==> src/rtl/sram_port_arbiter_if.sv <==
// ============================================================================
//  Module      : sram_port_arbiter_if
//  Description : Bundles the instruction and data request channels and the
//                single-port SRAM bus of sram_port_arbiter.
//                master : arbiter side (drives addr_ok/data_ok/rdata, sram_*)
//                slave  : requester/SRAM side (drives req/addr/wdata, rdata)
//  Ports       : inst channel  i_req, i_addr, i_addr_ok, i_data_ok, i_rdata
//                data channel  d_req, d_wen, d_addr, d_wdata, d_addr_ok,
//                              d_data_ok, d_rdata
//                sram bus      sram_en, sram_wen, sram_addr, sram_wdata,
//                              sram_rdata
//  Revision    : 1.0  initial release
// ============================================================================
`default_nettype none

interface sram_port_arbiter_if;
    logic        i_req;
    logic [31:0] i_addr;
    logic        i_addr_ok;
    logic        i_data_ok;
    logic [31:0] i_rdata;

    logic        d_req;
    logic [3:0]  d_wen;
    logic [31:0] d_addr;
    logic [31:0] d_wdata;
    logic        d_addr_ok;
    logic        d_data_ok;
    logic [31:0] d_rdata;

    logic        sram_en;
    logic [3:0]  sram_wen;
    logic [31:0] sram_addr;
    logic [31:0] sram_wdata;
    logic [31:0] sram_rdata;

    modport master (
        input  i_req, i_addr, d_req, d_wen, d_addr, d_wdata, sram_rdata,
        output i_addr_ok, i_data_ok, i_rdata,
               d_addr_ok, d_data_ok, d_rdata,
               sram_en, sram_wen, sram_addr, sram_wdata
    );

    modport slave (
        output i_req, i_addr, d_req, d_wen, d_addr, d_wdata, sram_rdata,
        input  i_addr_ok, i_data_ok, i_rdata,
               d_addr_ok, d_data_ok, d_rdata,
               sram_en, sram_wen, sram_addr, sram_wdata
    );
endinterface

`default_nettype wire

==> src/rtl/sram_port_arbiter.sv <==
// ============================================================================
//  Module      : sram_port_arbiter
//  Description : Shares one single-port synchronous SRAM between the
//                instruction and data request channels. Data has priority;
//                an instruction request waits at most STARVE_LIMIT data
//                grants. kseg0/kseg1 addresses are mapped to physical.
//                Accept in cycle N (addr_ok), response in cycle N+1 (data_ok).
//  Ports       : clk    - rising-edge clock
//                reset  - asynchronous active-high reset
//                bus    - request channels and SRAM bus (master modport)
//  Revision    : 1.0  initial release
// ============================================================================
`default_nettype none

module sram_port_arbiter #(
    parameter int STARVE_LIMIT = 4
) (
    input  wire logic              clk,
    input  wire logic              reset,
    sram_port_arbiter_if.master    bus
);

    localparam logic [3:0] c_starve_limit = 4'(STARVE_LIMIT);

    // kseg0 (100) and kseg1 (101) both drop the top three bits.
    function automatic logic [31:0] f_translate(input logic [31:0] vaddr);
        if (vaddr[31:30] == 2'b10) begin
            return {3'b000, vaddr[28:0]};
        end
        return vaddr;
    endfunction

    logic [3:0] r_streak;
    logic [1:0] r_owner;        // {inst, data}, one-hot or zero

    logic       w_grant_i;
    logic       w_grant_d;
    logic [3:0] w_streak_nxt;

    // Grants are masked while reset is high so nothing is issued to the SRAM.
    always_comb begin
        w_grant_i = 1'b0;
        w_grant_d = 1'b0;
        if (!reset) begin
            w_grant_i = bus.i_req && (!bus.d_req || (r_streak == c_starve_limit));
            w_grant_d = bus.d_req && !w_grant_i;
        end
    end

    // The streak only counts data grants that made an instruction wait.
    always_comb begin
        w_streak_nxt = 4'd0;
        if (w_grant_d && bus.i_req) begin
            w_streak_nxt = (r_streak == c_starve_limit) ? c_starve_limit
                                                        : r_streak + 4'd1;
        end
    end

    always_ff @(posedge clk or posedge reset) begin
        if (reset) begin
            r_streak <= 4'd0;
            r_owner  <= 2'b00;
        end else begin
            r_streak <= w_streak_nxt;
            r_owner  <= {w_grant_i, w_grant_d};
        end
    end

    always_comb begin
        bus.i_addr_ok  = w_grant_i;
        bus.d_addr_ok  = w_grant_d;
        bus.sram_en    = w_grant_i || w_grant_d;
        bus.sram_wen   = 4'd0;
        bus.sram_wdata = 32'd0;
        bus.sram_addr  = 32'd0;
        if (w_grant_i) begin
            bus.sram_addr = f_translate(bus.i_addr);
        end else if (w_grant_d) begin
            bus.sram_addr  = f_translate(bus.d_addr);
            bus.sram_wen   = bus.d_wen;
            bus.sram_wdata = bus.d_wdata;
        end
    end

    // Response side: SRAM read data is steered to whichever channel was
    // granted last cycle; the other channel sees zero.
    always_comb begin
        bus.i_data_ok = r_owner[1];
        bus.d_data_ok = r_owner[0];
        bus.i_rdata   = r_owner[1] ? bus.sram_rdata : 32'd0;
        bus.d_rdata   = r_owner[0] ? bus.sram_rdata : 32'd0;
    end

endmodule

`default_nettype wire

==> src/flat_wrapper.sv <==
// flat-port wrapper written by rule: the top's interface ports become plain ports
module sram_port_arbiter_flat 
#(
    parameter int STARVE_LIMIT = 4
)
  (clk, reset, bus_i_req, bus_i_addr, bus_d_req, bus_d_wen, bus_d_addr, bus_d_wdata, bus_sram_rdata, bus_i_addr_ok, bus_i_data_ok, bus_i_rdata, bus_d_addr_ok, bus_d_data_ok, bus_d_rdata, bus_sram_en, bus_sram_wen, bus_sram_addr, bus_sram_wdata);
  sram_port_arbiter_if bus_i ();
  input  wire logic clk;
  input  wire logic reset;
  input wire logic [$bits(bus_i.i_req)-1:0] bus_i_req;
  input wire logic [$bits(bus_i.i_addr)-1:0] bus_i_addr;
  input wire logic [$bits(bus_i.d_req)-1:0] bus_d_req;
  input wire logic [$bits(bus_i.d_wen)-1:0] bus_d_wen;
  input wire logic [$bits(bus_i.d_addr)-1:0] bus_d_addr;
  input wire logic [$bits(bus_i.d_wdata)-1:0] bus_d_wdata;
  input wire logic [$bits(bus_i.sram_rdata)-1:0] bus_sram_rdata;
  output wire logic [$bits(bus_i.i_addr_ok)-1:0] bus_i_addr_ok;
  output wire logic [$bits(bus_i.i_data_ok)-1:0] bus_i_data_ok;
  output wire logic [$bits(bus_i.i_rdata)-1:0] bus_i_rdata;
  output wire logic [$bits(bus_i.d_addr_ok)-1:0] bus_d_addr_ok;
  output wire logic [$bits(bus_i.d_data_ok)-1:0] bus_d_data_ok;
  output wire logic [$bits(bus_i.d_rdata)-1:0] bus_d_rdata;
  output wire logic [$bits(bus_i.sram_en)-1:0] bus_sram_en;
  output wire logic [$bits(bus_i.sram_wen)-1:0] bus_sram_wen;
  output wire logic [$bits(bus_i.sram_addr)-1:0] bus_sram_addr;
  output wire logic [$bits(bus_i.sram_wdata)-1:0] bus_sram_wdata;
  assign bus_i.i_req = bus_i_req;
  assign bus_i.i_addr = bus_i_addr;
  assign bus_i.d_req = bus_d_req;
  assign bus_i.d_wen = bus_d_wen;
  assign bus_i.d_addr = bus_d_addr;
  assign bus_i.d_wdata = bus_d_wdata;
  assign bus_i.sram_rdata = bus_sram_rdata;
  assign bus_i_addr_ok = bus_i.i_addr_ok;
  assign bus_i_data_ok = bus_i.i_data_ok;
  assign bus_i_rdata = bus_i.i_rdata;
  assign bus_d_addr_ok = bus_i.d_addr_ok;
  assign bus_d_data_ok = bus_i.d_data_ok;
  assign bus_d_rdata = bus_i.d_rdata;
  assign bus_sram_en = bus_i.sram_en;
  assign bus_sram_wen = bus_i.sram_wen;
  assign bus_sram_addr = bus_i.sram_addr;
  assign bus_sram_wdata = bus_i.sram_wdata;
  sram_port_arbiter #(.STARVE_LIMIT(STARVE_LIMIT)) u_core (.clk(clk), .reset(reset), .bus(bus_i));
endmodule
==> config.mk <==
export PLATFORM = sky130hd
export DESIGN_NAME = sram_port_arbiter_flat
export DESIGN_NICKNAME = d
export VERILOG_FILES = /design/src/rtl/sram_port_arbiter_if.sv /design/src/rtl/sram_port_arbiter.sv /design/src/flat_wrapper.sv
export SDC_FILE = /design/constraint.sdc
export NUM_CORES = 1
export LEC_CHECK = 0
export CAP_MARGIN = 20
export CORE_AREA = 2 2 105 107
export DETAILED_ROUTE_END_ITERATION = 10
export DIE_AREA = 0 0 107 109
export GPL_TIMING_DRIVEN = 0
export PLACE_DENSITY = 0.69
export SKIP_LAST_GASP = 1
export SLEW_MARGIN = 0
export SYNTH_ARGS = -nofsm -noshare
export SYNTH_HDL_FRONTEND = slang
export SYNTH_SLANG_ARGS = --single-unit
==> constraint.sdc <==
create_clock -name clk -period 3.3 [get_ports clk]
set_clock_uncertainty 0.2 [all_clocks]
set_input_delay 0.825 -clock clk [delete_from_list [all_inputs] [get_ports clk]]
set_output_delay 0.825 -clock clk [all_outputs]
set_load 0.01 [all_outputs]
==> results.tsv, run 1 <==
stage	metric	value	unit
floorplan	die-width	107	µm
timing	slew_violations	0	
critical_path	rr_worst_depth	8	
floorplan	start_util	12.70	%
floorplan	die-area	0.01166	mm²
routing	wl_per_cell	14.07	µm
synthesis	syn_avg_cell_area	7.606	µm²
critical_path	crit_path_start_kind	input pin	
place	place_area	0.004244	mm²
place	dp_hpwl	7703	µm
synthesis	post_synth_num_cell_types	19	
critical_path	cpMostUsedCell	buf_6	
synthesis	yosysTopAreaCell	and2_1	
clock_network	insertion_delay	0.22	ns
synthesis	syn_area	0.001346	mm²
timing	hold_viol	0	
routing	wl	8430	µm
flow_run	drv_cap	0	
global_routing	grt_usage	12.93	%
finish	multi_input_area	0.001065	mm²
power_and_ir_drop	power.density	141.2	mW/mm²
finish	nNetsFinal	599	
synthesis	synth_seq_cells	6	
finish	fill_cells	1094	
critical_path	endpoint_kind	output pin	
power_and_ir_drop	power_leakage	0.002102	µW
timing	tightest_slew	0.3921	ns
synthesis	yosys_warnings	0	
finish	layout-area-overhead-vs-synth	220.7	%
floorplan	ioPinCount	273	
synthesis	yosysTopAreaCellShare	46.93	%
routing	remaining_drc_errors	0	
critical_path	worstPathRequired	2.27	ns
routing	drt_iter0_markers	34	
finish	n_antenna_cell	0	
run_status	failed_checks	setup timing	
clock_network	cts_hold_buf	0	
clock_network	cts_buffer_depth	2	
synthesis	syn_nets	315	
global_routing	grt_pass1_wl	11820	µm
floorplan	rows	38	
synthesis	synthTopCellsByArea	and2_1 (47%), a22o_1 (20%), dfrtp_1 (11%)	
place	io_buffer_count	272	
synthesis	syn_inst	177	
timing	postLayoutSetupSlackWorst	-0.01166	ns
timing	period_needed	3.312	ns
finish	final_area	0.004318	mm²
timing	fin_tns_setup	-0.03649	ns
finish	drive_gt1_share	6.100	%
global_routing	grt_pass1_vias	2363	
timing	fmax	302.0	MHz
clock_network	cts_tree	yes	
clock_network	cts_buffers	3	
timing	finalCritPeriodShare	100.4	%
critical_path	slowest_delay	0.30	ns
floorplan	coreArea	0.01060	mm²
global_routing	grt_max_degree	12	
timing	rsz0062_at_grt	true	
clock_network	cts_root_buf	clkbuf_8	
critical_path	cp_cell_sequence	clkdlybuf4s15_2 > inv_2 > o211a_1 > buf_6 > buf_4 > buf_6 > a22o_1 > dlygate4sd2_1	
power_and_ir_drop	fin_total_pwr	609.8	µW
critical_path	crit_arrival	2.29	ns
critical_path	critPathSlowestCell	dlygate4sd2_1	
routing	drtPass1Iterations	4	
critical_path	path_class	in -> out	
critical_path	path_max_fanout	10	
hold_path	holdCritPathClass	reg -> reg	
power_and_ir_drop	vdd_drop_max	61.30	µV
finish	regArea	150.1	µm²
routing	final_antenna_net_count	0	
timing	relSlewSlack	73.86	%
clock_network	htreeDepth	1	
routing	vias_per_cell	3.985	
timing	holdWs	0.4225	ns
synthesis	seq_area_frac_synth	11.15	%
routing	num_vias	2387	
clock_network	cts.sinks	6	
global_routing	antenna_found_initial	0	
place	gp_congestion	0.7411	
hold_path	whs_path_depth	2	
timing	finalSetupViolCount	7	
floorplan	dieHeight	109	µm
global_routing	overflow	0	
run_status	status	complete, but fails checks	
clock_network	clk_pin_slew	0.03	ns
stage by stage:
| step | setup slack (ns) | utilization (%) | instances |
|---|---|---|---|
| floorplan | 0.5648 | - | 177 |
| global placement | -0.6504 | 40.03 | 589 |
| detailed placement | -0.6679 | 40.03 | 589 |
| CTS | -0.07909 | 40.17 | 595 |
| global route | -0.08134 | 40.72 | 599 |
| finish | -0.01166 | 40.72 | 599 |
flip-flops by register name, indices dropped and copies added, names as in the netlist:
| signal | flops |
|---|---|
| u_core.r_streak | 4 |
| u_core.r_owner | 2 |
report_power, final:
| group | switching [µW] | leakage [µW] | internal (µW) |
|---|---|---|---|
| sequential | 2.25 | 0.0000817 | 75.7 |
| clock | 30.7 | 0.0000216 | 78.3 |
| combinational | 140 | 0.00200 | 283 |
| total | 173 | 0.00210 | 437 |
cells by family after synthesis:
group           Yosys count  synth area share (%)
buf+inv                  22                 9.758
xor+xnor                  1                0.6507
compound gates           36                 24.63
fa+ha+maj                 2                 1.858
flops                     6                 11.15
simple gates            110                 51.95
synthesized netlist by cell type:
cell type	count
and3_1	3
buf_4	3
xnor2_1	1
clkbuf_1	9
and2_1	101
a22o_1	30
nand2b_1	2
or2_2	1
a21boi_0	1
o211a_1	1
buf_6	5
inv_1	5
nand3b_4	1
o2111a_1	1
ha_1	2
a211oi_4	1
dfrtp_1	6
a32o_1	2
nand3_1	2
metal layers:
layer	track usage (%)	routed length, µm
met1	11.68	2646
met2	28.53	4883
met3	2.809	833
met4	2.783	67
met5	0	0
worst max-delay path: cells and delay by family:
family	cells	cell delay [ns]
compound gates	2	0.48
buf+inv	6	0.98
final cells by class:
class | count | share of cell area (%)
Multi-Input combinational cell | 149 | 24.66
Tap cell | 140 | 4.057
Timing Repair Buffer | 279 | 63.60
Inverter | 5 | 0.4347
Buffer | 17 | 2.811
Sequential cell | 6 | 3.477
Clock buffer | 3 | 0.9562
cell usage in the layout, fill, tap and decap left out, drive strengths merged:
cell type / netlist / layout
clkdlybuf4s50: 0 / 208
and2: 101 / 101
dlygate4sd2: 0 / 49
a22o: 30 / 30
buf: 8 / 16
dlymetal6s2s: 0 / 13
clkbuf: 9 / 12
dfrtp: 6 / 6
inv: 5 / 5
and3: 3 / 3
nand2b: 2 / 2
nand3: 2 / 2
a32o: 2 / 2
ha: 2 / 2
nand3b: 1 / 1
o211a: 1 / 1
o2111a: 1 / 1
a211oi: 1 / 1
a21boi: 1 / 1
or2: 1 / 1
xnor2: 1 / 1
clkdlybuf4s15: 0 / 1
final timing paths:
path	startpoint	to	slack [ns]
max in group asynchronous	reset	u_core.r_streak[0]	2.23
min reg2reg	u_core.r_streak[0]	u_core.r_streak[0]	0.42
max	bus_i_req	bus_sram_addr[18]	-0.01
max reg2reg	u_core.r_streak[0]	u_core.r_streak[0]	1.36
min	u_core.r_streak[0]	u_core.r_streak[0]	0.42
min in group asynchronous	reset	u_core.r_streak[3]	0.55
what timing repair did:
| item | in CTS | in global routing |
|---|---|---|
| pin swaps | 1 | 0 |
| buffers inserted | 3 | 4 |
| resized for setup | 61 | 16 |
| endpoints found under the setup margin | 71 | 22 |
| gates cloned | 0 | 0 |
(Power assumes the default switching activity.)
==> inputs of run 2 (changes only) <==
--- a/config.mk
+++ b/config.mk
@@ -9,8 +9,9 @@
 export CORE_AREA = 2 2 105 107
 export DETAILED_ROUTE_END_ITERATION = 10
 export DIE_AREA = 0 0 107 109
+export DONT_BUFFER_PORTS = 1
 export GPL_TIMING_DRIVEN = 0
-export PLACE_DENSITY = 0.69
+export PLACE_DENSITY = 0.35
 export SKIP_LAST_GASP = 1
 export SLEW_MARGIN = 0
 export SYNTH_ARGS = -nofsm -noshare
==> constraint.sdc (replaced) <==
create_clock -name clk -period 3.3 [get_ports clk]
set_clock_uncertainty 0.2 [all_clocks]
set_input_delay 0.825 -clock clk [delete_from_list [all_inputs] [get_ports clk]]
set_output_delay 0.825 -clock clk [all_outputs]
set_load 0.02 [all_outputs]
==> results.tsv, run 2 (synthesis gave the netlist of run 1 again) <==
stage	metric	value	unit	change
clock_network	insertion_delay	0.22	ns	about the same
critical_path	slowest_delay	0.43	ns	+0.13 ns
power_and_ir_drop	seqPwrFrac	20.8	%	+8.0 points
place	dp_hpwl	5323	µm	-31%
critical_path	cp.buffers_inverters	2		-4
global_routing	grt_max_degree	12		unchanged
critical_path	endpoint_kind	output pin		
power_and_ir_drop	combPwrFrac	51.3	%	-18 points
run_status	status	completed		
finish	drive_gt1_share	7.778	%	+1.7 points
routing	wl	5909	µm	-30%
hold_path	holdCritPathClass	in -> async		
global_routing	grt_usage	8.441	%	-4.5 points
power_and_ir_drop	switching_share	46.11	%	+18 points
power_and_ir_drop	p_switching	177.3	µW	+2.4%
timing	finalSetupViolCount	0		-7
power_and_ir_drop	p_clk_share	28.0	%	+10 points
critical_path	crit_arrival	2.10	ns	-0.19 ns
clock_network	cts_setup_buffers	0		-3
floorplan	coreArea	0.01060	mm²	unchanged
critical_path	path_class	reg -> out		
timing	relSlewSlack	64.70	%	-9.2 points
critical_path	r2r_slack	1.38	ns	+0.02 ns
finish	layout-area-overhead-vs-synth	16.08	%	
floorplan	die-area	0.01166	mm²	unchanged
place	dp.cells	317		-46%
timing	rsz0062_at_grt	false		
power_and_ir_drop	power.density	246.0	mW/mm²	+74%
clock_network	cts_buffers	3		unchanged
finish	reg_top3	u_core.r_streak x4, u_core.r_owner x2		
clock_network	cts_root_buf	clkbuf_8		
floorplan	ioPinCount	273		unchanged
finish	instances_no_fill	320		-47%
routing	final_antenna_net_count	0		unchanged
routing	wl_per_cell	18.47	µm	+31%
power_and_ir_drop	fin_total_pwr	384.5	µW	-37%
clock_network	clk_pin_slew	0.04	ns	about the same
global_routing	antenna_found_initial	0		unchanged
clock_network	htreeDepth	1		unchanged
critical_path	cp_cell_sequence	inv_1 > ha_1 > nand3b_4 > a211oi_4 > buf_4 > a22o_1		
timing	fmax	320.2	MHz	+6.0%
critical_path	critPathSlowestCell	a211oi_4		
floorplan	die-width	107	µm	unchanged
timing	finalCritPeriodShare	94.64	%	-5.7 points
power_and_ir_drop	vdd_drop_max	54.39	µV	-11%
floorplan	rows	38		unchanged
timing	fin_tns_setup	0	ns	+0.03649 ns
routing	drtPass1Iterations	4		unchanged
timing	period_needed	3.123	ns	-0.1884 ns
finish	layout_commonest_cell	and2_1		
finish	top_register	u_core.r_streak		
clock_network	cts_tree	yes		
routing	vias_per_cell	4.341		+8.9%
timing	hold_viol	0		unchanged
critical_path	path_max_fanout	11		+1
floorplan	start_util	12.70	%	unchanged
routing	remaining_drc_errors	0		unchanged
finish	nNetsFinal	320		-47%
clock_network	cts_hold_buf	0		unchanged
finish	largest_register_ff_count	4		unchanged
clock_network	post_cts_resized	0		-100%
place	io_buffer_count	0		-100%
global_routing	overflow	0		unchanged
critical_path	cp_top_family	compound AO/OA/AOI/OAI gates		
global_routing	grt_pass1_wl	7162	µm	-39%
routing	num_vias	1389		-42%
global_routing	grt_pass1_vias	1253		-47%
place	gp_congestion	0.7055		-4.8%
timing	holdWs	0.2269	ns	-0.1956 ns
critical_path	worstPathRequired	2.27	ns	about the same
routing	drt_iter0_markers	25		-26%
finish	n_antenna_cell	0		unchanged
finish	mostFrequentLayoutCells	and2_1 (101), a22o_1 (30), clkbuf_1 (9), dfrtp_1 (6)		
timing	tightest_slew	0.5295	ns	+0.1375 ns
clock_network	cts_buffer_depth	2		unchanged
power_and_ir_drop	power_leakage	0.0006541	µW	-69%
clock_network	cts.sinks	6		unchanged
power_and_ir_drop	p_int	207.2	µW	-53%
timing	slew_violations	0		unchanged
flow_run	drv_cap	0		unchanged
critical_path	crit_path_start_kind	flop		
floorplan	dieHeight	109	µm	unchanged
## run 2: cell count changes in the layout (fill, tap and decap cells not counted), sizes merged
cell           before  now
clkdlybuf4s50     208    0
dlygate4sd2        49    0
dlymetal6s2s       13    0
buf                16    8
clkdlybuf4s15       1    0
## run 2: power by group through the flow
stage	sequential [µW]	clock (µW)	combinational (µW)
5_1_grt	80.2	117	210
6_report	79.9	108	197
2_1_floorplan	79.6	0	177
4_1_cts	80.0	112	200
3_3_place_gp	80.9	0	200
3_5_place_dp	81.0	0	200
## run 2: path summary, 6_finish.rpt
| check | start | end | cells past startpoint |
|---|---|---|---|
| max | u_core.r_streak[0] | bus_sram_addr[21] | 6 |
| min | reset | u_core.r_owner[0] | 1 |
| max reg2reg | u_core.r_streak[0] | u_core.r_streak[2] | 6 |
| min reg2reg | u_core.r_streak[0] | u_core.r_streak[0] | 2 |
| max in group asynchronous | reset | u_core.r_owner[1] | 1 |
| min in group clk | u_core.r_streak[0] | u_core.r_streak[0] | 2 |
## run 2: final cells by class
cell class                 instances  area, µm²
fill                            1203       9040
multi-input combinational        149       1065
tap                              140      175.2
sequential                         6      150.1
buffer                            17      112.6
clock buffer                       3      41.29
inverter                           5      18.77
## run 2: per-layer routing
| metal | track usage (%) | share of wire (%) | vias up |
|---|---|---|---|
| met5 | 0 | 0 | - |
| met3 | 0.3586 | 6.6 | 6 |
| met1 | 8.393 | 35 | 629 |
| met2 | 18.20 | 57 | 158 |
| met4 | 2.968 | 1.7 | 0 |
| li1 | - | - | 596 |
## run 2: metrics by stage
| step | area, µm² | utilization (%) | setup slack, ns |
|---|---|---|---|
| final | 1563 | 14.74 | 0.1768 |
| after global routing | 1563 | 14.74 | 0.01486 |
| after CTS | 1563 | 14.74 | 0.1046 |
| after detailed placement | 1521 | 14.35 | 0.2042 |
| after global placement | 1521 | 14.35 | 0.2151 |
| after floorplan | 1346 | - | 0.4252 |
